--- config.mk ---
export PLATFORM = sky130hd
export DESIGN_NAME = vesa_timing_gen_cfg
export DESIGN_NICKNAME = d
export VERILOG_FILES = /design/src/rtl/vtg_pkg.sv /design/src/rtl/vtg_axis.sv /design/src/rtl/vesa_timing_gen_cfg.sv
export SDC_FILE = /design/constraint.sdc
export NUM_CORES = 1
export LEC_CHECK = 0
export BUFFER_PORTS_ARGS = -buffer_cell sky130_fd_sc_hd__buf_2
export CORE_MARGIN = 1.5
export CORE_UTILIZATION = 40
export CTS_CLUSTER_DIAMETER = 60
export DETAILED_ROUTE_END_ITERATION = 6
export PLACE_DENSITY = 0.69
export SYNTH_ARGS = -nofsm -noshare
export SYNTH_HDL_FRONTEND = slang
export SYNTH_SLANG_ARGS = --single-unit
export TNS_END_PERCENT = 1
--- constraint.sdc ---
create_clock -name clk -period 4.8 [get_ports clk]
set_input_delay 0.72 -clock clk [delete_from_list [all_inputs] [get_ports clk]]
set_output_delay 0.72 -clock clk [all_outputs]
set_load 0.01 [all_outputs]
--- src/rtl/vtg_pkg.sv ---
// vtg_pkg: shared types, 1080p60 defaults and helper functions for the VESA timing generator.
package vtg_pkg;

  localparam int TW = 16;

  localparam int unsigned VTG_DEF_H_ACT  = 32'd1920;
  localparam int unsigned VTG_DEF_H_FP   = 32'd88;
  localparam int unsigned VTG_DEF_H_SYNC = 32'd44;
  localparam int unsigned VTG_DEF_H_BP   = 32'd148;
  localparam int unsigned VTG_DEF_V_ACT  = 32'd1080;
  localparam int unsigned VTG_DEF_V_FP   = 32'd4;
  localparam int unsigned VTG_DEF_V_SYNC = 32'd5;
  localparam int unsigned VTG_DEF_V_BP   = 32'd36;

  typedef struct packed {
    logic [TW-1:0] act;
    logic [TW-1:0] fp;
    logic [TW-1:0] sync;
    logic [TW-1:0] bp;
    logic          pol;
  } timing_t;

  typedef enum logic [0:0] {
    ST_IDLE = 1'b0,
    ST_RUN  = 1'b1
  } vtg_state_e;

  function automatic logic [TW+1:0] timing_total(input timing_t t);
    return {2'b00, t.act} + {2'b00, t.fp} + {2'b00, t.sync} + {2'b00, t.bp};
  endfunction

  // Non-zero active and sync widths, and a total that fits a w-bit counter
  function automatic logic timing_valid(input timing_t t, input int unsigned w);
    logic [TW+1:0] tot;
    tot = timing_total(t);
    return (t.act != 16'd0) && (t.sync != 16'd0) && ((tot >> w) == 18'd0);
  endfunction

  function automatic logic [23:0] bar_colour(input logic [2:0] idx);
    logic [23:0] c;
    case (idx)
      3'd0:    c = 24'hFFFFFF;
      3'd1:    c = 24'hFFFF00;
      3'd2:    c = 24'h00FFFF;
      3'd3:    c = 24'h00FF00;
      3'd4:    c = 24'hFF00FF;
      3'd5:    c = 24'hFF0000;
      3'd6:    c = 24'h0000FF;
      default: c = 24'h000000;
    endcase
    return c;
  endfunction

endpackage

--- src/rtl/vtg_axis.sv ---
// vtg_axis: one timing axis (counter plus sync/active decode), used for both H and V.
module vtg_axis
  import vtg_pkg::*;
#(
  parameter int W = 12
) (
  input  logic         clk,
  input  logic         rst_n,
  input  logic         run,
  input  logic         adv,
  input  logic [W-1:0] act,
  input  logic [W-1:0] fp,
  input  logic [W-1:0] sync,
  input  logic [W:0]   tot,
  output logic [W-1:0] cnt,
  output logic         last,
  output logic         sync_on,
  output logic         active
);

  logic [W-1:0] cnt_r;
  logic [W:0]   cnt_ext_s;
  logic [W:0]   sync_beg_s;
  logic [W:0]   sync_end_s;

  // Position decode against the registered count
  always_comb begin
    cnt_ext_s  = {1'b0, cnt_r};
    sync_beg_s = {1'b0, act} + {1'b0, fp};
    sync_end_s = sync_beg_s + {1'b0, sync};
    last       = (cnt_ext_s == (tot - {{W{1'b0}}, 1'b1}));
    sync_on    = (cnt_ext_s >= sync_beg_s) && (cnt_ext_s < sync_end_s);
    active     = (cnt_r < act);
  end

  // Position counter: cleared while not running, wraps on the last position
  always_ff @(posedge clk or negedge rst_n) begin
    if (!rst_n) begin
      cnt_r <= {W{1'b0}};
    end else if (!run) begin
      cnt_r <= {W{1'b0}};
    end else if (adv) begin
      if (last) begin
        cnt_r <= {W{1'b0}};
      end else begin
        cnt_r <= cnt_r + {{(W-1){1'b0}}, 1'b1};
      end
    end
  end

  assign cnt = cnt_r;

endmodule

--- src/rtl/vesa_timing_gen_cfg.sv ---
// vesa_timing_gen_cfg: runtime-programmable VESA timing generator; config applied at frame end.
// Define VTG_PATTERN_EN to add the pat_rgb colour-bar output. Field widths HW/VW must stay below 16.
module vesa_timing_gen_cfg
  import vtg_pkg::*;
#(
  parameter int          HW         = 12,
  parameter int          VW         = 11,
  parameter int unsigned DEF_H_ACT  = VTG_DEF_H_ACT,
  parameter int unsigned DEF_H_FP   = VTG_DEF_H_FP,
  parameter int unsigned DEF_H_SYNC = VTG_DEF_H_SYNC,
  parameter int unsigned DEF_H_BP   = VTG_DEF_H_BP,
  parameter int unsigned DEF_V_ACT  = VTG_DEF_V_ACT,
  parameter int unsigned DEF_V_FP   = VTG_DEF_V_FP,
  parameter int unsigned DEF_V_SYNC = VTG_DEF_V_SYNC,
  parameter int unsigned DEF_V_BP   = VTG_DEF_V_BP,
  parameter logic        DEF_HS_POL = 1'b1,
  parameter logic        DEF_VS_POL = 1'b1
) (
  input  logic          clk,
  input  logic          rst_n,
  input  logic          enable,
  input  logic [HW-1:0] cfg_h_act,
  input  logic [HW-1:0] cfg_h_fp,
  input  logic [HW-1:0] cfg_h_sync,
  input  logic [HW-1:0] cfg_h_bp,
  input  logic [VW-1:0] cfg_v_act,
  input  logic [VW-1:0] cfg_v_fp,
  input  logic [VW-1:0] cfg_v_sync,
  input  logic [VW-1:0] cfg_v_bp,
  input  logic          cfg_hs_pol,
  input  logic          cfg_vs_pol,
  input  logic          cfg_load,
  output logic          cfg_pending,
  output logic          cfg_err,
  output logic          hsync,
  output logic          vsync,
  output logic          de,
  output logic          frame_start,
  output logic          line_start,
  output logic [HW-1:0] h_count,
  output logic [VW-1:0] v_count,
  output logic [HW-1:0] pix_x,
  output logic [VW-1:0] pix_y
`ifdef VTG_PATTERN_EN
  ,
  output logic [23:0]   pat_rgb
`endif
);

  localparam timing_t DEF_H_TIM = '{act: TW'(DEF_H_ACT), fp: TW'(DEF_H_FP),
                                    sync: TW'(DEF_H_SYNC), bp: TW'(DEF_H_BP), pol: DEF_HS_POL};
  localparam timing_t DEF_V_TIM = '{act: TW'(DEF_V_ACT), fp: TW'(DEF_V_FP),
                                    sync: TW'(DEF_V_SYNC), bp: TW'(DEF_V_BP), pol: DEF_VS_POL};

  vtg_state_e    state_r, state_nxt_s;
  timing_t       h_req_s, v_req_s, h_shd_r, v_shd_r;
  logic          req_ok_s, pend_r, err_r;
  logic [HW-1:0] h_act_r, h_fp_r, h_sync_r;
  logic [VW-1:0] v_act_r, v_fp_r, v_sync_r;
  logic [HW:0]   h_tot_r;
  logic [VW:0]   v_tot_r;
  logic          h_pol_r, v_pol_r;
  logic          run_s, apply_s, h_wrap_s, de_s;
  logic [HW-1:0] h_cnt_s;
  logic [VW-1:0] v_cnt_s;
  logic          h_last_s, v_last_s, h_sync_on_s, v_sync_on_s, h_active_s, v_active_s;
  logic          hsync_r, vsync_r, de_r, frame_start_r, line_start_r;
  logic [HW-1:0] h_count_r, pix_x_r;
  logic [VW-1:0] v_count_r, pix_y_r;

  // FSM state register
  always_ff @(posedge clk or negedge rst_n) begin
    if (!rst_n) begin
      state_r <= ST_IDLE;
    end else begin
      state_r <= state_nxt_s;
    end
  end

  // FSM next state; disabling aborts the frame immediately
  always_comb begin
    state_nxt_s = state_r;
    case (state_r)
      ST_IDLE: state_nxt_s = enable ? ST_RUN : ST_IDLE;
      ST_RUN:  state_nxt_s = enable ? ST_RUN : ST_IDLE;
      default: state_nxt_s = ST_IDLE;
    endcase
  end

  // Request check and apply decision
  always_comb begin
    h_req_s  = '{act: TW'(cfg_h_act), fp: TW'(cfg_h_fp), sync: TW'(cfg_h_sync),
                 bp: TW'(cfg_h_bp), pol: cfg_hs_pol};
    v_req_s  = '{act: TW'(cfg_v_act), fp: TW'(cfg_v_fp), sync: TW'(cfg_v_sync),
                 bp: TW'(cfg_v_bp), pol: cfg_vs_pol};
    req_ok_s = timing_valid(h_req_s, HW) && timing_valid(v_req_s, VW);
    run_s    = (state_r == ST_RUN) && enable;
    h_wrap_s = run_s && h_last_s;
    apply_s  = pend_r && ((state_r == ST_IDLE) || (h_wrap_s && v_last_s));
    de_s     = h_active_s && v_active_s;
  end

  // Shadow capture and active-timing apply; the apply reads the shadow before this edge's load
  always_ff @(posedge clk or negedge rst_n) begin
    if (!rst_n) begin
      h_shd_r  <= DEF_H_TIM;
      v_shd_r  <= DEF_V_TIM;
      pend_r   <= 1'b0;
      err_r    <= 1'b0;
      h_act_r  <= HW'(DEF_H_ACT);
      h_fp_r   <= HW'(DEF_H_FP);
      h_sync_r <= HW'(DEF_H_SYNC);
      h_tot_r  <= (HW+1)'(DEF_H_ACT + DEF_H_FP + DEF_H_SYNC + DEF_H_BP);
      h_pol_r  <= DEF_HS_POL;
      v_act_r  <= VW'(DEF_V_ACT);
      v_fp_r   <= VW'(DEF_V_FP);
      v_sync_r <= VW'(DEF_V_SYNC);
      v_tot_r  <= (VW+1)'(DEF_V_ACT + DEF_V_FP + DEF_V_SYNC + DEF_V_BP);
      v_pol_r  <= DEF_VS_POL;
    end else begin
      err_r <= cfg_load && !req_ok_s;
      if (cfg_load && req_ok_s) begin
        h_shd_r <= h_req_s;
        v_shd_r <= v_req_s;
        pend_r  <= 1'b1;
      end else if (apply_s) begin
        pend_r  <= 1'b0;
      end
      if (apply_s) begin
        h_act_r  <= h_shd_r.act[HW-1:0];
        h_fp_r   <= h_shd_r.fp[HW-1:0];
        h_sync_r <= h_shd_r.sync[HW-1:0];
        h_tot_r  <= (HW+1)'(timing_total(h_shd_r));
        h_pol_r  <= h_shd_r.pol;
        v_act_r  <= v_shd_r.act[VW-1:0];
        v_fp_r   <= v_shd_r.fp[VW-1:0];
        v_sync_r <= v_shd_r.sync[VW-1:0];
        v_tot_r  <= (VW+1)'(timing_total(v_shd_r));
        v_pol_r  <= v_shd_r.pol;
      end
    end
  end

  vtg_axis #(.W(HW)) u_h_axis (
    .clk     (clk),
    .rst_n   (rst_n),
    .run     (run_s),
    .adv     (1'b1),
    .act     (h_act_r),
    .fp      (h_fp_r),
    .sync    (h_sync_r),
    .tot     (h_tot_r),
    .cnt     (h_cnt_s),
    .last    (h_last_s),
    .sync_on (h_sync_on_s),
    .active  (h_active_s)
  );

  vtg_axis #(.W(VW)) u_v_axis (
    .clk     (clk),
    .rst_n   (rst_n),
    .run     (run_s),
    .adv     (h_wrap_s),
    .act     (v_act_r),
    .fp      (v_fp_r),
    .sync    (v_sync_r),
    .tot     (v_tot_r),
    .cnt     (v_cnt_s),
    .last    (v_last_s),
    .sync_on (v_sync_on_s),
    .active  (v_active_s)
  );

  // Output stage: every output trails the counters by exactly one cycle
  always_ff @(posedge clk or negedge rst_n) begin
    if (!rst_n) begin
      hsync_r       <= ~DEF_HS_POL;
      vsync_r       <= ~DEF_VS_POL;
      de_r          <= 1'b0;
      frame_start_r <= 1'b0;
      line_start_r  <= 1'b0;
      h_count_r     <= {HW{1'b0}};
      v_count_r     <= {VW{1'b0}};
      pix_x_r       <= {HW{1'b0}};
      pix_y_r       <= {VW{1'b0}};
    end else if (run_s) begin
      hsync_r       <= h_sync_on_s ? h_pol_r : ~h_pol_r;
      vsync_r       <= v_sync_on_s ? v_pol_r : ~v_pol_r;
      de_r          <= de_s;
      frame_start_r <= (h_cnt_s == {HW{1'b0}}) && (v_cnt_s == {VW{1'b0}});
      line_start_r  <= (h_cnt_s == {HW{1'b0}});
      h_count_r     <= h_cnt_s;
      v_count_r     <= v_cnt_s;
      pix_x_r       <= de_s ? h_cnt_s : {HW{1'b0}};
      pix_y_r       <= de_s ? v_cnt_s : {VW{1'b0}};
    end else begin
      hsync_r       <= ~h_pol_r;
      vsync_r       <= ~v_pol_r;
      de_r          <= 1'b0;
      frame_start_r <= 1'b0;
      line_start_r  <= 1'b0;
      h_count_r     <= {HW{1'b0}};
      v_count_r     <= {VW{1'b0}};
      pix_x_r       <= {HW{1'b0}};
      pix_y_r       <= {VW{1'b0}};
    end
  end

  assign cfg_pending = pend_r;
  assign cfg_err     = err_r;
  assign hsync       = hsync_r;
  assign vsync       = vsync_r;
  assign de          = de_r;
  assign frame_start = frame_start_r;
  assign line_start  = line_start_r;
  assign h_count     = h_count_r;
  assign v_count     = v_count_r;
  assign pix_x       = pix_x_r;
  assign pix_y       = pix_y_r;

`ifdef VTG_PATTERN_EN
  logic [2:0]    bar_idx_r;
  logic [HW-1:0] bar_rem_r, bar_w_s, bar_rld_s;
  logic [23:0]   pat_rgb_r;

  // Bar width comes from the timing that will be active for the next pixel
  always_comb begin
    bar_w_s   = apply_s ? (h_shd_r.act[HW-1:0] >> 3) : (h_act_r >> 3);
    bar_rld_s = (bar_w_s == {HW{1'b0}}) ? {HW{1'b0}} : (bar_w_s - {{(HW-1){1'b0}}, 1'b1});
  end

  // Bar tracker mirrors h_cnt; the final bar absorbs leftover pixels
  always_ff @(posedge clk or negedge rst_n) begin
    if (!rst_n) begin
      bar_idx_r <= 3'd0;
      bar_rem_r <= {HW{1'b0}};
      pat_rgb_r <= 24'h000000;
    end else begin
      pat_rgb_r <= (run_s && de_s) ? bar_colour(bar_idx_r) : 24'h000000;
      if (!run_s || h_wrap_s) begin
        bar_idx_r <= 3'd0;
        bar_rem_r <= bar_rld_s;
      end else if (bar_rem_r != {HW{1'b0}}) begin
        bar_rem_r <= bar_rem_r - {{(HW-1){1'b0}}, 1'b1};
      end else if (bar_idx_r != 3'd7) begin
        bar_idx_r <= bar_idx_r + 3'd1;
        bar_rem_r <= bar_rld_s;
      end
    end
  end

  assign pat_rgb = pat_rgb_r;
`endif

endmodule

==> flow_metrics.tcl <==
set metrics [dict create \
    place.gp.congestion 0.846 \
    coreArea_um2 43300 \
    ioPinCount 151 \
    rows 76 \
    h-tree-depth 2 \
    drv_cap 0 \
    setup_ws_ns 0.174 \
    power_leakage_nw 9.91 \
    top_layer "met4" \
    setup_viol 0 \
    wire_per_inst_um 17.9 \
    dp_cells 2218 \
    num_vias 12000 \
    crit_type "reg2reg" \
    worstReg2RegEnd "hsync$_DFF_PN0_" \
    grt_pass1_wl_mm 67.0 \
    hold_viol_final 0 \
    drc 0 \
    dp.final_hpwl_mm 32.5 \
    cts_tree "yes" \
    fp.dieH_um 213 \
    end_kind "flop" \
    critPathRequiredTime_ns 5.24 \
    cts_buffer_depth 3 \
    fillers 3896 \
    syn_nets 1856 \
    grt_pass1_vias 12500 \
    drv_slew 0 \
    portBuffers 150 \
    rrSetupSlack_ns 0.17 \
    fin_area_um2 20500 \
    layoutNonFillerInstCount 2282 \
    layout-drive-gt1-share 0.302 \
    path_max_fanout 3 \
    dr.first_iter.drc_count 622 \
    status "finished, final reports clean" \
    synthCells 1501 \
    rsz0062_at_grt "true" \
    wl_met2_mm 18.0 \
    synthFlopType "dfrtp_1" \
    die_area_um2 45300 \
    met1_length_mm 20.4 \
    max_clock_freq_mhz 216 \
    tightest_slew_ns 1.21 \
    worstSkewPairLatency_ns 0.53 \
    grt_overflow_total 0 \
    cts_root_buffer "clkbuf_16" \
    period_minus_slack_ns 4.63 \
    ys_ff_latch 267 \
    synth_cell_types 70 \
    numCtsBuffers 34 \
    start_kind "flop" \
    grt_usage 0.188 \
    reg2regPathDepth 23 \
    synth-seq-area-share 0.383 \
    layout_common_cells "215 x dfrtp_1, 158 x ha_1, 149 x mux2_2, 149 x buf_2, 111 x inv_1" \
    finalCritPeriodShare 0.964 \
    ant_nets 0 \
    async_reset_ff_frac 1.00 \
    r2r_start "h_act_r[1]$_DFFE_PN0P_" \
    holdWs_ns 0.121 \
    clkTransAtPathRegs_ns 0.06 \
    syn_area_per_cell_um2 11.7 \
    antennaDiodeCount 0 \
    viasPerCell 5.26 \
    drt-total-wl_mm 40.8 \
    hold_path_class "in2async" \
    cts_hold_buf 0 \
    wl_met3_mm 1.65 \
    antenna_found_initial 1 \
    arrival_ns 5.06 \
    powerDensity_nw_per_um2 756 \
    clock_skew_ns 0.0202 \
    die_w_um 213 \
    synth_area_um2 17600 \
    p_total_mw 15.5 \
    placed_area_um2 19100 \
    yosysWarnings 0 \
    area_growth_pct 16.3 \
    grt_max_degree 101 \
    clock-sinks 267 \
    final_common_cell "dfrtp_1" \
    irDropWorstVdd_mv 0.440 \
    dr.pass1.iters 5 \
    start_util 0.407 \
    nNetsFinal 2028 \
    post-place-ws_ns -0.161 \
    max-slew-margin-rel 0.191 \
    synth_edf_count 0 \
]
worst max-delay path by stage:
stage,from,endpoint,slack [ns],cells past startpoint
after floorplan,v_fp_r[0]$_DFFE_PN0P_,vsync$_DFF_PN0_,0.18,23
after global placement,v_fp_r[0]$_DFFE_PN0P_,vsync$_DFF_PN0_,-0.04,23
after detailed placement,v_fp_r[0]$_DFFE_PN0P_,vsync$_DFF_PN0_,-0.16,23
after CTS,v_fp_r[0]$_DFFE_PN0P_,vsync$_DFF_PN0_,0.0002,22
after global routing,h_act_r[0]$_DFFE_PN0P_,hsync$_DFF_PN0_,-0.04,22
final,h_act_r[1]$_DFFE_PN0P_,hsync$_DFF_PN0_,0.17,23
through the flow:
| step | utilization | TNS, ns |
|---|---|---|
| 2_1_floorplan | - | 0 |
| 3_3_place_gp | 0.442 | -0.0437 |
| 3_5_place_dp | 0.442 | -0.176 |
| 4_1_cts | 0.470 | 0 |
| 5_1_grt | 0.473 | -0.0403 |
| 6_report | 0.473 | 0 |
flip-flops by register name, summed over array words and instances (netlist names), 12 cells and up:
| name | flops |
|---|---|
| h_shd_r | 49 |
| v_shd_r | 45 |
| h_tot_r | 13 |
| h_act_r | 12 |
| h_count | 12 |
| h_fp_r | 12 |
| h_sync_r | 12 |
| pix_x | 12 |
| u_h_axis.cnt | 12 |
| v_tot_r | 12 |
power breakdown:
| group | internal, mW | switching [mW] | total [mW] |
|---|---|---|---|
| registers | 3.06 | 0.743 | 3.80 |
| logic | 4.09 | 4.94 | 9.03 |
| clock network | 1.64 | 1.00 | 2.64 |
| total | 8.79 | 6.69 | 15.5 |
cell families (layout without fill, tap and decap cells):
family                     Yosys count  in the layout  share of synthesized area
and+or+nand+nor                    304            304                     0.0949
DFF                                267            267                      0.383
adders and majority gates          257            257                      0.223
AOI/OAI and AO/OA                  234            234                     0.0868
muxes                              190            190                      0.128
buffers and inverters              155            351                     0.0367
xor gates and xnor gates            94             94                     0.0476
layout make-up:
class,count,area [µm²],area share
clock buffers,44,960,0.0469
well taps,585,732,0.0358
inverters,111,417,0.0204
clock inverters,16,214,0.0105
flip-flops and latches,267,6750,0.330
repair buffers,180,1040,0.0506
multi-input cells,1079,10400,0.506
per-layer routing:
| layer | vias up | global-route usage |
|---|---|---|
| li1 | 5720 | - |
| met1 | 5939 | 0.278 |
| met2 | 279 | 0.290 |
| met3 | 56 | 0.0235 |
| met4 | 0 | 0.0474 |
| met5 | - | 0 |
worst max-delay path: stages (launching register included):
cell	delay, ns
dfrtp_1	0.39
ha_1	0.30
a21o_1	0.19
a21oi_2	0.17
o21bai_1	0.10
a21oi_2	0.17
xnor2_1	0.17
ha_1	0.29
a21oi_2	0.17
nor2b_4	0.18
inv_1	0.06
a31oi_2	0.23
o31ai_2	0.12
a21o_1	0.19
a21oi_1	0.17
xor2_1	0.16
ha_1	0.25
and4_1	0.18
o21ai_0	0.07
a21oi_1	0.06
a211o_1	0.29
a2111oi_2	0.36
buf_4	0.17
xnor2_1	0.10
synth_stat cells, drive strengths merged, types with 8 or more instances:
cell,count,area (µm²)
dfrtp,215,5380
mux2,183,2190
ha,163,2040
inv,111,417
fa,94,1880
nor2,68,255
xnor2,57,499
o21ai,55,275
dfstp,52,1370
a21oi,51,255
xor2,36,315
a21o,34,255
nand2,33,124
and3,30,188
nor3,30,155
clkbuf,23,87.6
nand3,23,115
nor3b,23,173
nor4,23,144
buf,21,143
nor2b,15,93.8
a31oi,11,68.8
nand2b,11,68.8
or4,11,82.6
o21a,10,75.1
o21bai,8,60.1
repair_timing:
item / in CTS / in global routing
hold endpoints to repair: 0 / 0
gates resized for setup: 7 / 28
pin swaps: 2 / 11
setup endpoints to repair: 2 / 2
setup buffers: 0 / 4
(Power assumes the default switching activity.)
